==> src/rtl/stage_ctrl_pkg.sv <==
// Shared types for the stage sequencer: instruction classes, FSM state
// encoding, the registered strobe bundle and class decode helpers.
package stage_ctrl_pkg;

  localparam logic RST_ENABLE = 1'b0;

  typedef logic [3:0] alu_sel_bus_t;

  localparam alu_sel_bus_t EXE_RES_NOP  = 4'd0;
  localparam alu_sel_bus_t EXE_RES_R    = 4'd1;
  localparam alu_sel_bus_t EXE_RES_I    = 4'd2;
  localparam alu_sel_bus_t EXE_RES_LW   = 4'd3;
  localparam alu_sel_bus_t EXE_RES_SW   = 4'd4;
  localparam alu_sel_bus_t EXE_RES_B    = 4'd5;
  localparam alu_sel_bus_t EXE_RES_NB   = 4'd6;
  localparam alu_sel_bus_t EXE_RES_JAL  = 4'd7;
  localparam alu_sel_bus_t EXE_RES_JALR = 4'd8;

  // One-hot so every strobe decodes from a single flop.
  typedef enum logic [8:0] {
    S_IDLE   = 9'b0_0000_0001,
    S_FETCH  = 9'b0_0000_0010,
    S_LATCH  = 9'b0_0000_0100,
    S_DECODE = 9'b0_0000_1000,
    S_EXEC   = 9'b0_0001_0000,
    S_MEM    = 9'b0_0010_0000,
    S_WB     = 9'b0_0100_0000,
    S_HALT   = 9'b0_1000_0000,
    S_TRAP   = 9'b1_0000_0000
  } state_t;

  typedef struct packed {
    logic imem_req;
    logic dmem_req;
    logic dmem_we;
    logic if_en;
    logic id_en;
    logic ex_en;
    logic wb_en;
    logic pc_upd;
    logic pc_sel;
    logic halted;
    logic illegal;
  } ctrl_t;

  function automatic logic cls_is_mem(alu_sel_bus_t c);
    return (c == EXE_RES_LW) || (c == EXE_RES_SW);
  endfunction

  function automatic logic cls_writes(alu_sel_bus_t c);
    return c inside {EXE_RES_R, EXE_RES_I, EXE_RES_LW, EXE_RES_JAL, EXE_RES_JALR};
  endfunction

  function automatic logic cls_redirects(alu_sel_bus_t c);
    return c inside {EXE_RES_B, EXE_RES_JAL, EXE_RES_JALR};
  endfunction

  function automatic logic cls_legal(alu_sel_bus_t c);
    return (c >= EXE_RES_R) && (c <= EXE_RES_JALR);
  endfunction

endpackage

==> src/rtl/stage_ctrl_if.sv <==
// Control bundle between the stage sequencer (master) and the datapath and
// memories it steps (slave).
interface stage_ctrl_if;
  import stage_ctrl_pkg::*;

  alu_sel_bus_t alusel_i;
  logic         imem_ack_i;
  logic         dmem_ack_i;
  logic         halt_i;
  logic         imem_req_o;
  logic         dmem_req_o;
  logic         dmem_we_o;
  logic         if_en_o;
  logic         id_en_o;
  logic         ex_en_o;
  logic         wb_en_o;
  logic         pc_upd_o;
  logic         pc_sel_o;
  logic         halted_o;
  logic         err_o;
  logic         illegal_o;
  logic [31:0]  instret_o;

  modport master (
    input  alusel_i, imem_ack_i, dmem_ack_i, halt_i,
    output imem_req_o, dmem_req_o, dmem_we_o, if_en_o, id_en_o, ex_en_o,
           wb_en_o, pc_upd_o, pc_sel_o, halted_o, err_o, illegal_o, instret_o
  );

  modport slave (
    output alusel_i, imem_ack_i, dmem_ack_i, halt_i,
    input  imem_req_o, dmem_req_o, dmem_we_o, if_en_o, id_en_o, ex_en_o,
           wb_en_o, pc_upd_o, pc_sel_o, halted_o, err_o, illegal_o, instret_o
  );

endinterface

==> src/rtl/stage_ctrl_wait_timer.sv <==
// Memory wait timer: counts unacknowledged request cycles and flags the
// cycle in which the limit is reached with no ack.
module stage_ctrl_wait_timer
  import stage_ctrl_pkg::*;
#(
  parameter int unsigned WAIT_MAX = 255
) (
  input  logic clk,
  input  logic rst,
  input  logic clr,
  input  logic en,
  output logic expired
);

  localparam int unsigned CW = $clog2(WAIT_MAX + 1);

  logic [CW-1:0] count;
  logic          at_max;

  assign at_max  = (count == CW'(WAIT_MAX));
  assign expired = en && at_max;

  always_ff @(posedge clk) begin
    if (rst == RST_ENABLE) begin
      count <= '0;
    end else if (clr) begin
      count <= '0;
    end else if (en && !at_max) begin
      count <= count + 1'b1;
    end
  end

endmodule

==> src/rtl/stage_ctrl.sv <==
// Multi-cycle stage sequencer: one-hot FSM issuing single-cycle stage strobes,
// memory handshakes, PC select, halt, wait-timeout trap and instret counting.
module stage_ctrl
  import stage_ctrl_pkg::*;
#(
  parameter int unsigned WAIT_MAX = 255
) (
  input  logic         clk,
  input  logic         rst,
  stage_ctrl_if.master bus
);

  state_t       state;
  ctrl_t        ctrl;
  logic         err;
  alu_sel_bus_t cls;
  logic [31:0]  instret;
  logic         in_wait;
  logic         waiting;
  logic         timeout;

  assign in_wait = (state == S_FETCH) || (state == S_MEM);
  assign waiting = ((state == S_FETCH) && !bus.imem_ack_i) ||
                   ((state == S_MEM)   && !bus.dmem_ack_i);

  // Held at zero outside FETCH/MEM, so it starts from zero on every entry.
  stage_ctrl_wait_timer #(.WAIT_MAX(WAIT_MAX)) u_wait_timer (
    .clk     (clk),
    .rst     (rst),
    .clr     (!in_wait),
    .en      (waiting),
    .expired (timeout)
  );

  // NOTE: all state and outputs update with non-blocking assignments so every
  // read in this block sees the pre-edge value, whatever the statement order.
  always_ff @(posedge clk) begin
    if (rst == RST_ENABLE) begin
      state   <= S_IDLE;
      ctrl    <= '0;
      err     <= 1'b0;
      cls     <= EXE_RES_NOP;
      instret <= '0;
    end else begin
      ctrl <= '0;
      case (state)
        S_IDLE: begin
          state         <= S_FETCH;
          ctrl.imem_req <= 1'b1;
        end
        S_FETCH: begin
          if (bus.imem_ack_i) begin
            state      <= S_LATCH;
            ctrl.if_en <= 1'b1;
          end else if (timeout) begin
            state <= S_TRAP;
            err   <= 1'b1;
          end else begin
            ctrl.imem_req <= 1'b1;
          end
        end
        S_LATCH: begin
          state      <= S_DECODE;
          ctrl.id_en <= 1'b1;
        end
        S_DECODE: begin
          state      <= S_EXEC;
          ctrl.ex_en <= 1'b1;
        end
        S_EXEC: begin
          cls <= bus.alusel_i;
          if (cls_is_mem(bus.alusel_i)) begin
            state         <= S_MEM;
            ctrl.dmem_req <= 1'b1;
            ctrl.dmem_we  <= (bus.alusel_i == EXE_RES_SW);
          end else begin
            // Illegal classes still retire so the PC moves past them.
            state        <= S_WB;
            ctrl.pc_upd  <= 1'b1;
            ctrl.wb_en   <= cls_writes(bus.alusel_i);
            ctrl.pc_sel  <= cls_redirects(bus.alusel_i);
            ctrl.illegal <= !cls_legal(bus.alusel_i);
          end
        end
        S_MEM: begin
          if (bus.dmem_ack_i) begin
            state       <= S_WB;
            ctrl.pc_upd <= 1'b1;
            ctrl.wb_en  <= cls_writes(cls);
          end else if (timeout) begin
            state <= S_TRAP;
            err   <= 1'b1;
          end else begin
            ctrl.dmem_req <= 1'b1;
            ctrl.dmem_we  <= (cls == EXE_RES_SW);
          end
        end
        S_WB: begin
          instret <= instret + 32'd1;
          if (bus.halt_i) begin
            state       <= S_HALT;
            ctrl.halted <= 1'b1;
          end else begin
            state         <= S_FETCH;
            ctrl.imem_req <= 1'b1;
          end
        end
        S_HALT: begin
          if (!bus.halt_i) begin
            state         <= S_FETCH;
            ctrl.imem_req <= 1'b1;
          end else begin
            ctrl.halted <= 1'b1;
          end
        end
        S_TRAP: begin
          state <= S_TRAP;
        end
        default: begin
          state <= S_IDLE;
        end
      endcase
    end
  end

  assign bus.imem_req_o = ctrl.imem_req;
  assign bus.dmem_req_o = ctrl.dmem_req;
  assign bus.dmem_we_o  = ctrl.dmem_we;
  assign bus.if_en_o    = ctrl.if_en;
  assign bus.id_en_o    = ctrl.id_en;
  assign bus.ex_en_o    = ctrl.ex_en;
  assign bus.wb_en_o    = ctrl.wb_en;
  assign bus.pc_upd_o   = ctrl.pc_upd;
  assign bus.pc_sel_o   = ctrl.pc_sel;
  assign bus.halted_o   = ctrl.halted;
  assign bus.illegal_o  = ctrl.illegal;
  assign bus.err_o      = err;
  assign bus.instret_o  = instret;

endmodule
==> src/flat_wrapper.sv <==
// flat-port wrapper written by rule: the top's interface ports become plain ports
module stage_ctrl_flat import stage_ctrl_pkg::*;
#(
  parameter int unsigned WAIT_MAX = 255
)
  (clk, rst, bus_alusel_i, bus_imem_ack_i, bus_dmem_ack_i, bus_halt_i, bus_imem_req_o, bus_dmem_req_o, bus_dmem_we_o, bus_if_en_o, bus_id_en_o, bus_ex_en_o, bus_wb_en_o, bus_pc_upd_o, bus_pc_sel_o, bus_halted_o, bus_err_o, bus_illegal_o, bus_instret_o);
  stage_ctrl_if bus_i ();
  input  logic clk;
  input  logic rst;
  input wire logic [$bits(bus_i.alusel_i)-1:0] bus_alusel_i;
  input wire logic [$bits(bus_i.imem_ack_i)-1:0] bus_imem_ack_i;
  input wire logic [$bits(bus_i.dmem_ack_i)-1:0] bus_dmem_ack_i;
  input wire logic [$bits(bus_i.halt_i)-1:0] bus_halt_i;
  output wire logic [$bits(bus_i.imem_req_o)-1:0] bus_imem_req_o;
  output wire logic [$bits(bus_i.dmem_req_o)-1:0] bus_dmem_req_o;
  output wire logic [$bits(bus_i.dmem_we_o)-1:0] bus_dmem_we_o;
  output wire logic [$bits(bus_i.if_en_o)-1:0] bus_if_en_o;
  output wire logic [$bits(bus_i.id_en_o)-1:0] bus_id_en_o;
  output wire logic [$bits(bus_i.ex_en_o)-1:0] bus_ex_en_o;
  output wire logic [$bits(bus_i.wb_en_o)-1:0] bus_wb_en_o;
  output wire logic [$bits(bus_i.pc_upd_o)-1:0] bus_pc_upd_o;
  output wire logic [$bits(bus_i.pc_sel_o)-1:0] bus_pc_sel_o;
  output wire logic [$bits(bus_i.halted_o)-1:0] bus_halted_o;
  output wire logic [$bits(bus_i.err_o)-1:0] bus_err_o;
  output wire logic [$bits(bus_i.illegal_o)-1:0] bus_illegal_o;
  output wire logic [$bits(bus_i.instret_o)-1:0] bus_instret_o;
  assign bus_i.alusel_i = bus_alusel_i;
  assign bus_i.imem_ack_i = bus_imem_ack_i;
  assign bus_i.dmem_ack_i = bus_dmem_ack_i;
  assign bus_i.halt_i = bus_halt_i;
  assign bus_imem_req_o = bus_i.imem_req_o;
  assign bus_dmem_req_o = bus_i.dmem_req_o;
  assign bus_dmem_we_o = bus_i.dmem_we_o;
  assign bus_if_en_o = bus_i.if_en_o;
  assign bus_id_en_o = bus_i.id_en_o;
  assign bus_ex_en_o = bus_i.ex_en_o;
  assign bus_wb_en_o = bus_i.wb_en_o;
  assign bus_pc_upd_o = bus_i.pc_upd_o;
  assign bus_pc_sel_o = bus_i.pc_sel_o;
  assign bus_halted_o = bus_i.halted_o;
  assign bus_err_o = bus_i.err_o;
  assign bus_illegal_o = bus_i.illegal_o;
  assign bus_instret_o = bus_i.instret_o;
  stage_ctrl #(.WAIT_MAX(WAIT_MAX)) u_core (.clk(clk), .rst(rst), .bus(bus_i));
endmodule
==> config.mk <==
export PLATFORM = sky130hd
export DESIGN_NAME = stage_ctrl_flat
export DESIGN_NICKNAME = d
export VERILOG_FILES = /design/src/rtl/stage_ctrl_pkg.sv /design/src/rtl/stage_ctrl_if.sv /design/src/rtl/stage_ctrl_wait_timer.sv /design/src/rtl/stage_ctrl.sv /design/src/flat_wrapper.sv
export SDC_FILE = /design/constraint.sdc
export NUM_CORES = 1
export LEC_CHECK = 0
export ABC_AREA = 0
export BUFFER_PORTS_ARGS = -buffer_cell sky130_fd_sc_hd__buf_2
export CORE_MARGIN = 4
export CORE_UTILIZATION = 45
export CTS_CLUSTER_SIZE = 24
export DETAILED_ROUTE_END_ITERATION = 6
export MAX_ROUTING_LAYER = met4
export PLACE_DENSITY_LB_ADDON = 0.15
export SYNTH_ARGS = -nofsm -noshare
export SYNTH_HDL_FRONTEND = slang
export SYNTH_SLANG_ARGS = --single-unit
==> constraint.sdc <==
create_clock -name clk -period 3.91 [get_ports clk]
set_clock_uncertainty 0.1 [all_clocks]
set_input_delay 0.782 -clock clk [delete_from_list [all_inputs] [get_ports clk]]
set_output_delay 0.782 -clock clk [all_outputs]
set_load 0.05 [all_outputs]
## Word level (Yosys, flattened, before mapping)

Cells that the tools add are included.

| word-level totals | value |
|---|---|
| bits in writable memories | 0 |
| logic and storage cells | 96 |
| bits in latches | 0 |
| input bits | 9 |
| bits in registers | 65 |
| memories | 0 |
| output and inout bits | 44 |
| memory bits (read-only) | 0 |

| operators by class | value |
|---|---|
| div/mod/pow operators | 0 |
| bitwise logic cells | 2 |
| eq/ne operators | 26 |
| multiply operators | 0 |
| $add $sub $neg | 2 |
| $lt $le $gt $ge | 2 |
| shift-type cells | 0 |
| reduce and logical (&&, ||, !) cells | 22 |
| muxes and demuxes | 26 |

Operators with widths:

| kind | number |
|---|---|
| 9-bit case mux with 9 select lines | 1 |
| 9-bit two-way mux | 4 |
| 32-bit by 1-bit adder with 32-bit output, second input constant | 1 |
| 4-bit by 3-bit == test with 1-bit output, second input constant | 5 |
| 4-bit by 2-bit == test with 1-bit output, second input constant | 4 |
| 1-bit two-way mux | 10 |
| 5-bit nonzero test | 2 |
| 9-bit by 1-bit == test with 1-bit output, second input constant | 1 |
| 9-bit by 2-bit == test with 1-bit output, second input constant | 1 |
| 9-bit by 3-bit == test with 1-bit output, second input constant | 1 |
| 9-bit by 4-bit == test with 1-bit output, second input constant | 1 |
| 9-bit by 5-bit == test with 1-bit output, second input constant | 1 |
| 9-bit by 6-bit == test with 1-bit output, second input constant | 1 |
| 9-bit by 7-bit == test with 1-bit output, second input constant | 1 |
| 9-bit by 8-bit == test with 1-bit output, second input constant | 1 |
| 9-bit == test, second input constant | 1 |
| 8-bit by 1-bit adder with 8-bit output, second input constant | 1 |
| 4-bit by 1-bit == test with 1-bit output, second input constant | 2 |
| 4-bit == test, second input constant | 2 |
| 8-bit == test, second input constant | 1 |
| 2-bit two-way mux | 4 |
| 8-bit two-way mux | 1 |
| 2-bit case mux with 2 select lines | 2 |
| 7-bit two-way mux | 1 |
| 16 further kinds | 30 |

## Longest topological paths before layout

| depth | value |
|---|---|
| word-level depth | 7 |
| depth in mapped cells | 7 |
| gate-level depth less buffers | 6 |

## Modules after synthesis

A second synthesis with hierarchy kept.

| unflattened totals | value |
|---|---|
| cell total of the unflattened synthesis | 347 |
| area, all modules | 3136.8 sq um |

By module, submodules not included:

| module | sequential area each (sq um) | times used | cells an instance | area an instance (sq um) |
|---|---|---|---|---|
| stage_ctrl | 1141.1 | 1 | 298 | 2702.6 |
| stage_ctrl_wait_timer | 160.2 | 1 | 49 | 434.2 |

## Worst setup path before layout

OpenSTA, ideal clock, no wires.

| path | value |
|---|---|
| path type | register to register |
| from | register u_core.instret[3], in the netlist u_core.bus.instret_o[3] |
| to | register u_core.instret[28], in the netlist u_core.bus.instret_o[28] |
| setup time | 0.071 ns |
| data arrival time | 2.149 ns |
| cell stages (with the launch flop) | 6 |
| required time | 3.739 ns |
| slack | 1.590 ns |
| buffers on the path | 0 |
| clock period less this slack | 2.320 ns |
| cell sequence | dfxtp_1 and4_1 nand4_1 or3_1 or4_1 a21oi_1 |

| on the way | value |
|---|---|
| word-level cells in the longest chain between the ends | 1 |

RTL lines:

| what | RTL line | source |
|---|---|---|
| start, declared | stage_ctrl.sv:17 | `logic [31:0] instret;` |
| start signal, assigned | stage_ctrl.sv:99 | `instret <= instret + 32'd1;` |
| 32-bit by 1-bit adder with 32-bit output | stage_ctrl.sv:99 |  |

Every way passes these cells.
A chain may end at the register's enable or synchronous reset.

## Worst setup path after layout

| path | value |
|---|---|
| from | register u_core.state[8] |
| to | register u_core.instret[21], in the netlist u_core.bus.instret_o[21] |

| on the way | value |
|---|---|
| word-level cells in the longest chain between the ends | 1 |

RTL lines:

| what | RTL line | source |
|---|---|---|
| start, declared | stage_ctrl.sv:13 | `state_t state;` |
| start signal, assigned | stage_ctrl.sv:39 | `state <= S_IDLE;` |
| start signal, assigned | stage_ctrl.sv:48 | `state <= S_FETCH;` |
| start signal, assigned | stage_ctrl.sv:53 | `state <= S_LATCH;` |
| 9-bit by 7-bit == test with 1-bit output | stage_ctrl.sv:46 | `case (state)` |

Every way passes these cells.

==> results.json <==
{
  "status": "completed",
  "pwr-share-comb_pct": 5.6,
  "clk_pin_slew_ns": 0.07,
  "first_global_vias": 2472,
  "critPathKind": "reg -> reg",
  "cts_resized": 0,
  "hold_path_depth": 2,
  "root_buffer": "clkbuf_8",
  "dpl.cell_count": 470,
  "vdd_drop_max_mv": 0.187,
  "rrSetupSlack_ns": 1.33,
  "netlist_area_sq_um": 3050,
  "cts_tree": "yes",
  "htreeDepth": 3,
  "critPathRequiredTime_ns": 4.00,
  "antenna_found_initial": 0,
  "coreArea_sq_um": 6460,
  "synth_top_flop_cell": "dfxtp_1",
  "slew_headroom_pct": 47.5,
  "fin_crit_ns": 2.58,
  "dieArea_sq_um": 8150,
  "synth_top_family_by_area": "simple AND/OR/NAND/NOR gates",
  "rr_startpoint": "u_core.state[8]",
  "mappedNetlistNets": 368,
  "synth_compound_area_share_pct": 9.36,
  "final_util_pct": 54.7,
  "start_util_pct": 47.2,
  "cts.sinks": 65,
  "worstPathMaxFanout": 18,
  "p_leak_uw": 0.00129,
  "drt_iter0_markers": 107,
  "grt_pass1_wl_mm": 11.8,
  "postSynthAreaPerCell_sq_um": 8.53,
  "finish.net_count": 415,
  "fp.dieW_um": 90.3,
  "power_frac_clock_pct": 43.0,
  "synthArstFlopShare_pct": 0,
  "seq_area_frac_synth_pct": 42.7,
  "synth_cells": 357,
  "routed_wl_mm": 6.60,
  "gp_congestion": 0.818,
  "hp-start": "u_core.bus.err_o",
  "min_to": "u_core.bus.err_o",
  "wl_per_cell_um": 13.6,
  "setup_tns_ns": 0,
  "postCtsSetupBuffers": 0,
  "hold_path_class": "reg -> reg",
  "diodes": 0,
  "p_int_uw": 1010,
  "grt_use_total_pct": 17.6,
  "end_kind": "flop",
  "final_cells": 485,
  "rsz0062_at_grt": "no",
  "critPathLaunchType": "flop",
  "p_per_area_nw_per_um2": 370,
  "synth_edf_count": 0,
  "ys_warn_count": 0,
  "tightest_slew_ns": 0.786,
  "rr_endpoint": "u_core.bus.instret_o[21]",
  "viasPerCell": 5.48,
  "finalCritPeriodShare_pct": 66.0,
  "yosys.area_share.adder_pct": 1.15,
  "grt_max_degree": 46,
  "numPortBuffers": 52,
  "synth-xor-area-share_pct": 8.91,
  "clock.fmax_mhz": 388,
  "cts.path.max_buffers": 2,
  "dpl.hpwl_mm": 4.52,
  "synth_cell_types": 47,
  "drive_above_1_share_pct": 19.1,
  "slew_violations": 0,
  "hold_viol_final": 0,
  "p_sw_uw": 295,
  "drc": 0,
  "first_pass_iters": 4,
  "muxShareOfSynthArea_pct": 0.986,
  "ys_seq_elements": 65,
  "final_common_cell": "dfxtp_1",
  "area_growth_pct": 16.1,
  "cap_viol_max_count": 0,
  "vias": 2659,
  "ctsHoldBuffers": 0,
  "hold_ws_ns": 0.350,
  "fin_area_sq_um": 3540,
  "gr-total-overflow": 0,
  "final_antenna_net_count": 0,
  "reg2reg_depth": 5,
  "finalSetupViolations": 0,
  "layout_common_cells": "dfxtp_1, buf_2, nor2_1, xnor2_1, a21oi_1",
  "cts_buffers": 9,
  "switching_share_pct": 22.6,
  "clk_latency_ns": 0.33,
  "place_area_sq_um": 3340,
  "cp.arrival_ns": 2.67,
  "row_count": 29,
  "ios": 53,
  "seqPwrFrac_pct": 51.5,
  "synth-simple-area-share_pct": 32.7,
  "die_h_um": 90.3
}
==> cells by family (layout without fill, tap and decap cells) <==
family                   count (synthesis)  count (layout)
AO/OA/AOI/OAI                           47              47
XOR/XNOR                                31              31
adder cells (fa/ha/maj)                  3               3
buffers and inverters                   31              82
flip-flops                              65              65
multiplexers                             3               3
AND/OR/NAND/NOR                        177             177
==> layout make-up <==
class | count | area [sq um]
sequential | 65 | 1300
clock inverter | 3 | 40.0
tap | 77 | 96.3
inverter | 13 | 48.8
multi-input combinational | 261 | 1620
fill | 609 | 2920
clock buffer | 12 | 155
timing repair buffer | 54 | 275
==> per-stage QoR <==
stage | setup slack, ns | power, uW
5_1_grt | 1.10 | 1370
3_5_place_dp | 1.38 | 762
2_1_floorplan | 1.59 | 747
3_3_place_gp | 1.44 | 761
4_1_cts | 1.35 | 1320
6_report | 1.33 | 1310
==> critical path, stage by stage, from the launching register on <==
cell     delay [ns]
dfxtp_1        0.34
nor3_2         0.66
nand4_2        0.62
nor4_1         0.50
xnor2_1        0.16
nor2_1         0.05
==> state kept, by name, indices dropped and copies added, names as in the netlist <==
name	count
u_core.bus.halted_o	1
u_core.bus.dmem_we_o	1
u_core.bus.pc_sel_o	1
u_core.bus.illegal_o	1
u_core.cls	4
u_core.bus.pc_upd_o	1
u_core.bus.wb_en_o	1
u_core.bus.err_o	1
u_core.state	9
u_core.bus.if_en_o	1
u_core.bus.imem_req_o	1
u_core.bus.id_en_o	1
u_core.bus.dmem_req_o	1
u_core.bus.ex_en_o	1
u_core.u_wait_timer.count	8
u_core.bus.instret_o	32
==> layer usage <==
layer	track usage (%)	up-vias	wire, um
met5	-	-	0
met4	7.14	0	58
met3	3.75	6	321
met2	24.8	58	2890
met1	24.4	1238	3320
li1	-	1357	-
==> power groups by stage <==
stage | clock network (uW) | registers [uW] | logic (uW)
after global placement | 0 | 688 | 72.3
after CTS | 577 | 674 | 73.4
final | 562 | 674 | 73.0
after floorplan | 0 | 691 | 56.1
after global routing | 611 | 675 | 81.3
after detailed placement | 0 | 689 | 73.0
==> synth_stat cells (3+ instances only) <==
library cell  number  area share [%]
dfxtp_1           65              43
nor2_1            44             5.4
xnor2_1           29             8.3
a21oi_1           26             4.3
nand2_1           25             3.1
nand3_1           20             3.3
clkbuf_1          15             1.8
nor3_1            13             2.1
nor4_1            13             2.7
inv_1             12             1.5
o21ai_0            8             1.3
or3_1              8             1.6
nand4_1            7             1.4
and2_1             6             1.2
nor4b_1            6             1.7
and3_1             5             1.0
and4_1             5             1.4
nand2b_1           4            0.82
a211oi_1           3            0.74
mux2i_1            3            0.99
nand4b_1           3            0.86
nor3b_1            3            0.74
==> worst max-delay path by stage <==
| stage | from | end | depth (start not counted) |
|---|---|---|---|
| 2_1_floorplan | u_core.bus.instret_o[3] | u_core.bus.instret_o[28] | 5 |
| 3_3_place_gp | u_core.state[8] | u_core.bus.instret_o[28] | 5 |
| 3_5_place_dp | u_core.state[8] | u_core.bus.instret_o[28] | 5 |
| 4_1_cts | u_core.state[8] | u_core.bus.instret_o[28] | 5 |
| 5_1_grt | u_core.state[8] | u_core.bus.instret_o[21] | 5 |
| 6_report | u_core.state[8] | u_core.bus.instret_o[21] | 5 |
No activity file was read; power rests on OpenSTA's default activity.
